<file path="config.mk">
export PLATFORM = sky130hd
export DESIGN_NAME = button_conditioner
export DESIGN_NICKNAME = d
export VERILOG_FILES = /design/src/rtl/btn_pkg.sv /design/src/rtl/debounce_cell.sv /design/src/rtl/button_conditioner.sv
export SDC_FILE = /design/constraint.sdc
export NUM_CORES = 1
export LEC_CHECK = 0
export ABC_AREA = 1
export BUFFER_PORTS_ARGS = -buffer_cell sky130_fd_sc_hd__buf_2
export CORE_ASPECT_RATIO = 1.4
export CORE_MARGIN = 2
export CORE_UTILIZATION = 55
export CTS_BUF_LIST = sky130_fd_sc_hd__clkbuf_4
export CTS_CLUSTER_SIZE = 28
export DETAILED_ROUTE_END_ITERATION = 6
export GPL_ROUTABILITY_DRIVEN = 0
export PLACE_DENSITY_LB_ADDON = 0.15
export SLEW_MARGIN = 20
export SYNTH_ARGS = -nofsm -noshare
export SYNTH_HDL_FRONTEND = slang
export SYNTH_SLANG_ARGS = --single-unit
</file>
<file path="constraint.sdc">
create_clock -name Clk -period 1.94 [get_ports Clk]
set_input_delay 0.388 -clock Clk [delete_from_list [all_inputs] [get_ports Clk]]
set_output_delay 0.388 -clock Clk [all_outputs]
set_load 0.02 [all_outputs]
</file>
<file path="src/rtl/btn_pkg.sv">
// rtl/btn_pkg.sv - shared types and defaults for the button conditioner.
package btn_pkg;

  typedef enum logic [1:0] {
    IDLE_UP  = 2'd0,
    CNT_DOWN = 2'd1,
    HELD     = 2'd2,
    CNT_UP   = 2'd3
  } db_state_e;

  localparam int BTN_RUN   = 0;
  localparam int BTN_CLRLD = 1;

  localparam int DEF_DEBOUNCE_CYCLES = 250000;
  localparam int DEF_REPEAT_CYCLES   = 25000000;

endpackage

</file>
<file path="src/rtl/debounce_cell.sv">
// rtl/debounce_cell.sv - one button: 2-flop synchroniser, debounce FSM, press pulse.
// Optional auto-repeat of the press pulse under BTN_AUTOREPEAT_EN.
module debounce_cell
  import btn_pkg::*;
#(
  parameter int DEBOUNCE_CYCLES = DEF_DEBOUNCE_CYCLES,
  parameter int REPEAT_CYCLES   = DEF_REPEAT_CYCLES
) (
  input  logic clk,
  input  logic rst_n,
  input  logic key_n,
  output logic level,
  output logic pulse
);

  localparam int CNT_W = $clog2(DEBOUNCE_CYCLES);
  localparam logic [CNT_W-1:0] CNT_LAST = CNT_W'(DEBOUNCE_CYCLES - 1);
  localparam logic [CNT_W-1:0] CNT_ONE  = CNT_W'(1);

  logic              key_s1_q, key_s1_d;
  logic              key_s2_q, key_s2_d;
  logic              p_sync;
  db_state_e         state_q, state_d;
  logic [CNT_W-1:0]  cnt_q, cnt_d;
  logic              level_q, level_d;
  logic              pulse_q, pulse_d;
  logic              rep_fire;

  // Key flops reset to released so a held key must be re-debounced after reset.
  always_comb begin
    key_s1_d = key_n;
    key_s2_d = key_s1_q;
  end

  assign p_sync = ~key_s2_q;

  always_comb begin
    state_d = state_q;
    cnt_d   = cnt_q;
    pulse_d = rep_fire;
    case (state_q)
      IDLE_UP: begin
        if (p_sync) begin
          state_d = CNT_DOWN;
          cnt_d   = CNT_ONE;
        end
      end
      CNT_DOWN: begin
        if (!p_sync) begin
          state_d = IDLE_UP;
          cnt_d   = '0;
        end else if (cnt_q == CNT_LAST) begin
          state_d = HELD;
          cnt_d   = '0;
          pulse_d = 1'b1;
        end else begin
          cnt_d = cnt_q + CNT_ONE;
        end
      end
      HELD: begin
        if (!p_sync) begin
          state_d = CNT_UP;
          cnt_d   = CNT_ONE;
        end
      end
      CNT_UP: begin
        if (p_sync) begin
          state_d = HELD;
          cnt_d   = '0;
        end else if (cnt_q == CNT_LAST) begin
          state_d = IDLE_UP;
          cnt_d   = '0;
        end else begin
          cnt_d = cnt_q + CNT_ONE;
        end
      end
      default: begin
        state_d = IDLE_UP;
        cnt_d   = '0;
      end
    endcase
    level_d = (state_d == HELD) || (state_d == CNT_UP);
  end

  always_ff @(posedge clk or negedge rst_n) begin
    if (!rst_n) begin
      key_s1_q <= 1'b1;
      key_s2_q <= 1'b1;
      state_q  <= IDLE_UP;
      cnt_q    <= '0;
      level_q  <= 1'b0;
      pulse_q  <= 1'b0;
    end else begin
      key_s1_q <= key_s1_d;
      key_s2_q <= key_s2_d;
      state_q  <= state_d;
      cnt_q    <= cnt_d;
      level_q  <= level_d;
      pulse_q  <= pulse_d;
    end
  end

`ifdef BTN_AUTOREPEAT_EN
  localparam int REP_W = (REPEAT_CYCLES > 1) ? $clog2(REPEAT_CYCLES) : 1;
  localparam logic [REP_W-1:0] REP_LAST = REP_W'(REPEAT_CYCLES - 1);

  logic [REP_W-1:0] rep_q, rep_d;

  // Runs only while staying in HELD; any exit (or re-entry) restarts the period.
  always_comb begin
    rep_d    = '0;
    rep_fire = 1'b0;
    if ((state_q == HELD) && p_sync) begin
      if (rep_q == REP_LAST) begin
        rep_fire = 1'b1;
      end else begin
        rep_d = rep_q + REP_W'(1);
      end
    end
  end

  always_ff @(posedge clk or negedge rst_n) begin
    if (!rst_n) begin
      rep_q <= '0;
    end else begin
      rep_q <= rep_d;
    end
  end
`else
  logic unused_repeat;
  assign unused_repeat = |REPEAT_CYCLES;
  assign rep_fire      = 1'b0;
`endif

  assign level = level_q;
  assign pulse = pulse_q;

endmodule

</file>
<file path="src/rtl/button_conditioner.sv">
// rtl/button_conditioner.sv - synchronise switches, debounce KEY buttons into levels and press pulses.
// Define BTN_AUTOREPEAT_EN to re-fire Btn_pulse while a button is held.
module button_conditioner
  import btn_pkg::*;
#(
  parameter int NUM_BTN         = 2,
  parameter int SW_WIDTH        = 8,
  parameter int DEBOUNCE_CYCLES = DEF_DEBOUNCE_CYCLES,
  parameter int REPEAT_CYCLES   = DEF_REPEAT_CYCLES
) (
  input  logic                Clk,
  input  logic                Reset,
  input  logic [NUM_BTN-1:0]  Key_n,
  input  logic [SW_WIDTH-1:0] Sw,
  output logic [NUM_BTN-1:0]  Btn_level,
  output logic [NUM_BTN-1:0]  Btn_pulse,
  output logic [SW_WIDTH-1:0] Sw_sync
);

  logic [SW_WIDTH-1:0] sw_s1_q, sw_s1_d;
  logic [SW_WIDTH-1:0] sw_s2_q, sw_s2_d;

  always_comb begin
    sw_s1_d = Sw;
    sw_s2_d = sw_s1_q;
  end

  always_ff @(posedge Clk or negedge Reset) begin
    if (!Reset) begin
      sw_s1_q <= '0;
      sw_s2_q <= '0;
    end else begin
      sw_s1_q <= sw_s1_d;
      sw_s2_q <= sw_s2_d;
    end
  end

  assign Sw_sync = sw_s2_q;

  for (genvar i = 0; i < NUM_BTN; i++) begin : g_btn
    debounce_cell #(
      .DEBOUNCE_CYCLES (DEBOUNCE_CYCLES),
      .REPEAT_CYCLES   (REPEAT_CYCLES)
    ) u_cell (
      .clk   (Clk),
      .rst_n (Reset),
      .key_n (Key_n[i]),
      .level (Btn_level[i]),
      .pulse (Btn_pulse[i])
    );
  end

endmodule

</file>
Word level (Yosys, flattened, before mapping) --
Cells that the tools add are included.
Word-level totals: bits in registers 64, word-level logic and storage cells 70
Cells by class: add/subtract/negate cells 2, equality and inequality tests 16, muxes and demuxes 32, reductions and logical operators 6
Operators with widths (number):
- $mux 18 | 10
- $pmux 18 s4 | 2
- $add 18x1->18 const B | 2
- $eq 18x18->1 const B | 2
- $mux 2 | 12
- $eq 2x2->1 const B | 8
- $pmux 2 s4 | 2
- $mux 1 | 6
- $eq 2x1->1 const B | 2
- $logic_not 2->1 | 2
- $ne 2x1->1 const B | 2
- $ne 2x2->1 const B | 2
- $reduce_and 2->1 | 2
- $logic_or 1x1->1 | 2

Depth between registers and ports, before layout --
Gate-level depths: netlist of run 1.
depth after elaboration 6, depth in mapped cells 9

Modules after synthesis --
Synthesis of run 1 repeated with hierarchy kept, for this count alone.
Unflattened totals: cells, all modules 350, area total of the unflattened synthesis 3075.4 µm²
By module, submodules not included:
- debounce_cell | times used 2, cells an instance 167, area each 1337.5 µm²
- button_conditioner | times used 1, cells an instance 16, area each 400.4 µm²

Worst setup path before layout of run 1 --
No wires, ideal clock.
kind register to register, from reg g_btn[1].u_cell.cnt_q[0], to reg g_btn[1].u_cell.cnt_q[16], setup time 0.117 ns, arrival time 1.246 ns, setup slack 0.577 ns, cell stages (with the launch flop) 9, buffers on the path 0, clock period less this slack 1.363 ns, path through dfrtp_1 ha_1 nand3_2 nor2_4 nand2_2 nor2_1 or2_2 nand3_1 nand2_1
On the way: longest elaborated chain between the ends 4, elaborated cells on any way between the ends 6, those cells by class add/sub: 1; eq/ne: 1; mux: 4
RTL lines:
- start: declaration | RTL line debounce_cell.sv:24 | logic [CNT_W-1:0] cnt_q, cnt_d;
- start signal: assignment | RTL line debounce_cell.sv:97 | cnt_q <= cnt_d;
- $add 18x1->18 or $eq 18x18->1 (tied branches)
- $mux 18 (*) | RTL line debounce_cell.sv:52, debounce_cell.sv:70
- $mux 18 (on tied branches) | RTL line debounce_cell.sv:67, debounce_cell.sv:49
- $pmux 18 s4 (*) | RTL line debounce_cell.sv:41 | case (state_q)
Mark *: on every way between the ends. The rest lies on a longest branch, timed or not. A chain may end at the register's enable or synchronous reset.

Final worst setup path of run 1 --
Ends and elaborated chain as after synthesis.

==> results.sh, run 1 <==
export IMPL_outcome="finished clean"
export IMPL_row_count=32
export IMPL_finalSetupViolations=0
export IMPL_route_detailed_drc=0
export IMPL_grt_pass1_vias=2348
export IMPL_powerDensity_mw_per_mm2=707.8
export IMPL_hold_viol_final=0
export IMPL_synth_seq_cells=64
export IMPL_grt_total_usage_pct=22.37
export IMPL_utilization_pct=63.11
export IMPL_syn_avg_cell_area_um2=8.910
export IMPL_die_h_um=93.86
export IMPL_grt_overflow_total=0
export IMPL_period_minus_slack_ns=1.668
export IMPL_dpl_hpwl_mm=4.574
export IMPL_synth_seq_area_share_pct=50.65
export IMPL_nFillCells=475
export IMPL_ant_nets=0
export IMPL_cts_buffer_depth=2
export IMPL_cts_resized_gates=0
export IMPL_power_leakage_nw=1.623
export IMPL_drive_gt1_share_pct=21.94
export IMPL_cts_buffers=9
export IMPL_cp_top_family="simple AND/OR/NAND/NOR gates"
export IMPL_numPortBuffers=23
export IMPL_synthCells=356
export IMPL_hold_path_class="input port to flop"
export IMPL_wl_mm=6.134
export IMPL_ys_flop_type="dfrtp_1"
export IMPL_slowest_delay_ns=0.43
export IMPL_worst_ep_required_time_ns=2.26
export IMPL_ioPinCount=24
export IMPL_worstSetupStartpointType="flop"
export IMPL_min_period_over_period_pct=85.98
export IMPL_finalNetCount=401
export IMPL_cts_tree="yes"
export IMPL_grt_pass1_wl_mm=10.58
export IMPL_fmax_mhz=599.5
export IMPL_cts_clk_slew_worst_paths_ns=0.11
export IMPL_fp_coreArea_mm2=0.005525
export IMPL_cp_common_cell="nand2_1"
export IMPL_setup_ws_ns=0.2720
export IMPL_wl_per_cell_um=13.33
export IMPL_dpl_worst_slack_ns=0.2975
export IMPL_end_kind="flop"
export IMPL_first_pass_iters=4
export IMPL_async_flop_share_pct=100.0
export IMPL_crit_type="flop to flop"
export IMPL_insertion_delay_ns=0.42
export IMPL_regArea_mm2=0.001607
export IMPL_dp_cells=443
export IMPL_grt_max_degree=27
export IMPL_synth_distinct_cells=35
export IMPL_drtIter0Drc=186
export IMPL_synth_edf_count=0
export IMPL_num_vias=2394
export IMPL_yosysWarnings=0
export IMPL_critPathArrivalTime_ns=1.98
export IMPL_syn_cell_area_mm2=0.003172
export IMPL_fin_tns_setup_ns=0
export IMPL_instances_no_fill=460
export IMPL_tightest_slew_ns=0.5380
export IMPL_finalMaxSlewViolations=0
export IMPL_rsz0062_at_grt="no"
export IMPL_clock_sinks=64
export IMPL_clock_tree_root_cell="clkbuf_4"
export IMPL_insertedDiodeCount=0
export IMPL_cpMaxStageDelayCell="dfrtp_1"
export IMPL_crit_path_max_fanout=9
export IMPL_viasPerCell=5.204
export IMPL_die_x_um=68.18
export IMPL_vdd_drop_max_mv=0.5037
export IMPL_path_cells="ha_1 > nand3_2 > nor2_1 > nand2_1 > nand2_2 > inv_2 > nand3_1 > nand2_1"
export IMPL_multiInputGateArea_mm2=0.001324
export IMPL_synth_nets=370
export IMPL_skew_ns=0.009420
export IMPL_slew_headroom_pct=64.13
export IMPL_syn_to_final_growth_pct=9.941
export IMPL_antenna_found_initial=0
export IMPL_drv_cap=0
export IMPL_start_util_pct=57.40
export IMPL_hold_ws_ns=0.04969
export IMPL_die_area_mm2=0.006399
export IMPL_htree_levels=3
export IMPL_crit_buf_inv=1
through the flow:
stage | power, mW | instance area (µm²)
finish | 2.468 | 3487
global route | 2.572 | 3487
CTS | 2.494 | 3487
detailed placement | 1.585 | 3338
global placement | 1.581 | 3338
floorplan | 1.517 | 3172
routing by layer:
layer  track usage [%]  share of wire, %
met4             9.500               2.2
met5                 0                 0
met3             5.995               3.2
met2             38.27                55
met1             25.60                40
synthesized netlist by cell type, types with 2 or more instances:
library cell | n | area (µm²)
o21ai_2 | 3 | 26.28
o22ai_2 | 7 | 87.58
o22ai_1 | 3 | 18.77
nor2_4 | 3 | 33.78
o21ai_0 | 6 | 30.03
ha_1 | 2 | 25.02
o21bai_1 | 2 | 15.01
a21oi_1 | 6 | 30.03
nor4_1 | 2 | 12.51
nand4_1 | 7 | 43.79
inv_2 | 5 | 18.77
dfrtp_1 | 60 | 1501
nand2_4 | 2 | 22.52
xor2_1 | 19 | 166.4
nand3_1 | 29 | 145.1
inv_1 | 40 | 150.1
o21ai_1 | 5 | 25.02
a21oi_2 | 3 | 26.28
buf_4 | 5 | 37.54
nand2_2 | 4 | 25.02
dfstp_2 | 4 | 105.1
nor2_1 | 28 | 105.1
nand2_1 | 91 | 341.6
nor2_2 | 9 | 56.30
worst paths after layout:
check | from | endpoint | slack, ns | cells after the start
max | g_btn[1].u_cell.cnt_q[0] | g_btn[1].u_cell.cnt_q[16] | 0.27 | 8
min | Key_n[0] | g_btn[0].u_cell.key_s1_q | 0.05 | 1
max in group asynchronous | Reset | g_btn[1].u_cell.cnt_q[14] | 0.85 | 3
min reg2reg | sw_s1_q[5] | Sw_sync[5] | 0.35 | 0
min in group asynchronous | Reset | g_btn[1].u_cell.level | 0.47 | 2
max reg2reg | g_btn[1].u_cell.cnt_q[0] | g_btn[1].u_cell.cnt_q[16] | 0.27 | 8
power by group:
part,switching (mW),leakage (nW),internal (mW)
Combinational,0.107,0.722,0.0514
Sequential,0.0252,0.832,1.37
Clock,0.519,0.0700,0.392
final cells by class:
cell class                      count  area share (%)
Clock buffer                        9           1.938
Clock inverter                      7           2.045
Inverter                           46           4.952
Multi-Input combinational cell    239           37.96
Sequential cell                    64           46.07
Tap cell                           68           2.440
Timing Repair Buffer               27           4.593
placed cells by master (no fill, tap or decap), types with 2 or more instances in the layout:
cell type	n
nand2_1	91
dfrtp_1	60
inv_1	40
nand3_1	29
nor2_1	28
buf_2	23
xor2_1	19
nor2_2	9
clkbuf_4	9
nand4_1	7
o22ai_2	7
o21ai_0	6
a21oi_1	6
inv_2	5
o21ai_1	5
nand2_2	4
dfstp_2	4
nor2_4	3
o21ai_2	3
a21oi_2	3
o22ai_1	3
nor4_1	2
nand2_4	2
clkinv_1	2
o21bai_1	2
ha_1	2
clkinvlp_4	2
buf_4	2
kinds of logic (layout without fill, tap and decap cells):
kind of cell	count (synthesis)	count (layout)	synth area share (%)
adder cells (fa/ha/maj)	2	2	0.7888
buffers and inverters	53	89	7.613
flip-flops	64	64	50.65
AND/OR/NAND/NOR	180	180	26.75
XOR/XNOR	20	20	5.523
AO/OA/AOI/OAI	37	37	8.679
registers in the layout, summed over array words and instances, names as in the netlist:
register and flops:
g_btn.u_cell.level 2, g_btn.u_cell.cnt_q 36, g_btn.u_cell.key_s2_q 2, g_btn.u_cell.key_s1_q 2
g_btn.u_cell.state_q 4, Sw_sync 8, sw_s1_q 8, g_btn.u_cell.pulse 2
repair_timing:
action | CTS | global route
endpoints found under the hold margin | 20 | 0
setup endpoints to repair | 0 | 0
buffers inserted | 0 | 0
hold buffers | 1 | 0
(Power assumes the default switching activity.)
==> inputs of run 2 (changes only) <==
CORE_ASPECT_RATIO = 0.5   (was 1.4)
==> run 2 against run 1 <==
  * Count of clock-buffer cells in the layout grew 3
  * Flip-flop and latch count unchanged
  * Largest cell class unchanged
  * Register-to-register slack got worse by 0.05 ns
  * Global-route usage decreased by 2.8 points
==> results.sh, run 2 (synthesis gave the netlist of run 1 again) <==
export IMPL_tightest_slew_ns=0.3501
export IMPL_finalSetupViolations=0
export IMPL_min_period_over_period_pct=88.57
export IMPL_dp_cells=446
export IMPL_ant_nets=0
export IMPL_hold_path_class="input port to flop"
export IMPL_skew_ns=0.01242
export IMPL_hold_viol_final=0
export IMPL_largest_reg_flops=36
export IMPL_finalNetCount=399
export IMPL_power_leakage_nw=1.619
export IMPL_dpl_hpwl_mm=4.085
export IMPL_htree_levels=3
export IMPL_hp_start="Key_n[0]"
export IMPL_wl_per_cell_um=12.13
export IMPL_slowest_delay_ns=0.42
export IMPL_crit_path_max_fanout=11
export IMPL_powerDensity_mw_per_mm2=703.4
export IMPL_drive_gt1_share_pct=21.54
export IMPL_drv_cap=0
export IMPL_cts_clk_slew_worst_paths_ns=0.10
export IMPL_worstSetupStartpointType="flop"
export IMPL_grt_overflow_total=0
export IMPL_insertion_delay_ns=0.42
export IMPL_numPortBuffers=23
export IMPL_vdd_drop_max_mv=0.4681
export IMPL_utilization_pct=63.02
export IMPL_period_minus_slack_ns=1.718
export IMPL_cpMaxStageDelayCell="dfrtp_1"
export IMPL_post_cts_setup_buffers=0
export IMPL_slew_headroom_pct=76.57
export IMPL_worst_ep_required_time_ns=2.25
export IMPL_crit_type="flop to flop"
export IMPL_die_area_mm2=0.006427
export IMPL_regArea_mm2=0.001607
export IMPL_critPathArrivalTime_ns=2.03
export IMPL_finalMaxSlewViolations=0
export IMPL_fmax_mhz=582.0
export IMPL_cts_resized_gates=0
export IMPL_postCtsHoldBufs=1
export IMPL_cp_common_cell="nand2_1"
export IMPL_rsz0062_at_grt="no"
export IMPL_syn_to_final_growth_pct=9.586
export IMPL_cp_top_family="simple AND/OR/NAND/NOR gates"
export IMPL_timing_critical_path_from="g_btn[1].u_cell.cnt_q[0]"
export IMPL_final_common_cell="nand2_1"
export IMPL_antenna_found_initial=0
export IMPL_path_cells="ha_1 > nand3_2 > nor2_1 > nand2_1 > nand2_2 > inv_2 > nand3_1 > nand2_1"
export IMPL_num_vias=2361
export IMPL_end_kind="flop"
export IMPL_fin_tns_setup_ns=0
export IMPL_grt_total_usage_pct=19.55
export IMPL_instances_no_fill=463
export IMPL_first_pass_iters=4
export IMPL_drtIter0Drc=130
export IMPL_viasPerCell=5.099
export IMPL_crit_buf_inv=1
export IMPL_r2r_start="g_btn[1].u_cell.cnt_q[0]"
export IMPL_wl_mm=5.614
export IMPL_row_count=19
export IMPL_die_x_um=111.4
export IMPL_fp_coreArea_mm2=0.005515
export IMPL_largest_register="g_btn.u_cell.cnt_q"
export IMPL_clock_sinks=64
export IMPL_cts_buffers=9
export IMPL_grt_pass1_vias=2291
export IMPL_cts_tree="yes"
export IMPL_insertedDiodeCount=0
export IMPL_layout_common_cells="nand2_1, dfrtp_1, inv_1"
export IMPL_multiInputGateArea_mm2=0.001324
export IMPL_route_detailed_drc=0
export IMPL_grt_pass1_wl_mm=9.804
export IMPL_finalPower_mw=2.445
export IMPL_ioPinCount=24
export IMPL_grt_max_degree=65
export IMPL_start_util_pct=57.51
export IMPL_nFillCells=475
export IMPL_die_h_um=57.70
export IMPL_cts_buffer_depth=2
export IMPL_outcome="finished clean"
export IMPL_clock_tree_root_cell="clkbuf_4"
-- run 2: changes by cell type in the layout (fill, tap and decap cells not counted) --
cell        previous run  this run
inv_6                  1         0
clkinv_4               1         0
buf_4                  2         0
clkbuf_4               9        12
clkinvlp_4             2         1
-- run 2: where the power goes --
part,switching (mW),internal [mW]
logic,0.105,0.0491
registers,0.0242,1.37
clock network,0.462,0.431
-- run 2: final cells by class --
cell class	instances	share of cell area (%)
sequential	64	46.22
multi-input combinational	239	38.09
inverter	46	4.968
timing repair buffer	25	4.176
tap	73	2.628
clock buffer	12	2.592
clock inverter	4	1.332
-- run 2: final timing paths --
path	to	slack [ns]	depth (start not counted)
min reg2reg	Sw_sync[7]	0.36	0
max reg2reg	g_btn[1].u_cell.cnt_q[16]	0.22	8
min in group asynchronous	sw_s1_q[2]	0.50	3
max	g_btn[1].u_cell.cnt_q[16]	0.22	8
max in group asynchronous	g_btn[1].u_cell.key_s2_q	1.13	3
min	g_btn[0].u_cell.key_s1_q	0.05	1
-- run 2: per-stage QoR --
step | hold WS (ns) | instance area, µm² | setup slack, ns
finish | 0.05258 | 3476 | 0.2218
global route | 0.01501 | 3476 | 0.05987
CTS | 0.02979 | 3476 | 0.2082
detailed placement | 0.3347 | 3329 | 0.2283
global placement | 0.3318 | 3329 | 0.3288
floorplan | 0.09241 | 3172 | 0.5767
-- run 2: per-layer routing --
| layer | up-vias | routed length [µm] | global-route usage [%] |
|---|---|---|---|
| met1 | 1119 | 2646 | 23.71 |
| met5 | - | 0 | 0 |
| met3 | 10 | 292 | 7.322 |
| met4 | 0 | 74 | 7.055 |
| met2 | 47 | 2601 | 32.93 |
| li1 | 1185 | - | - |
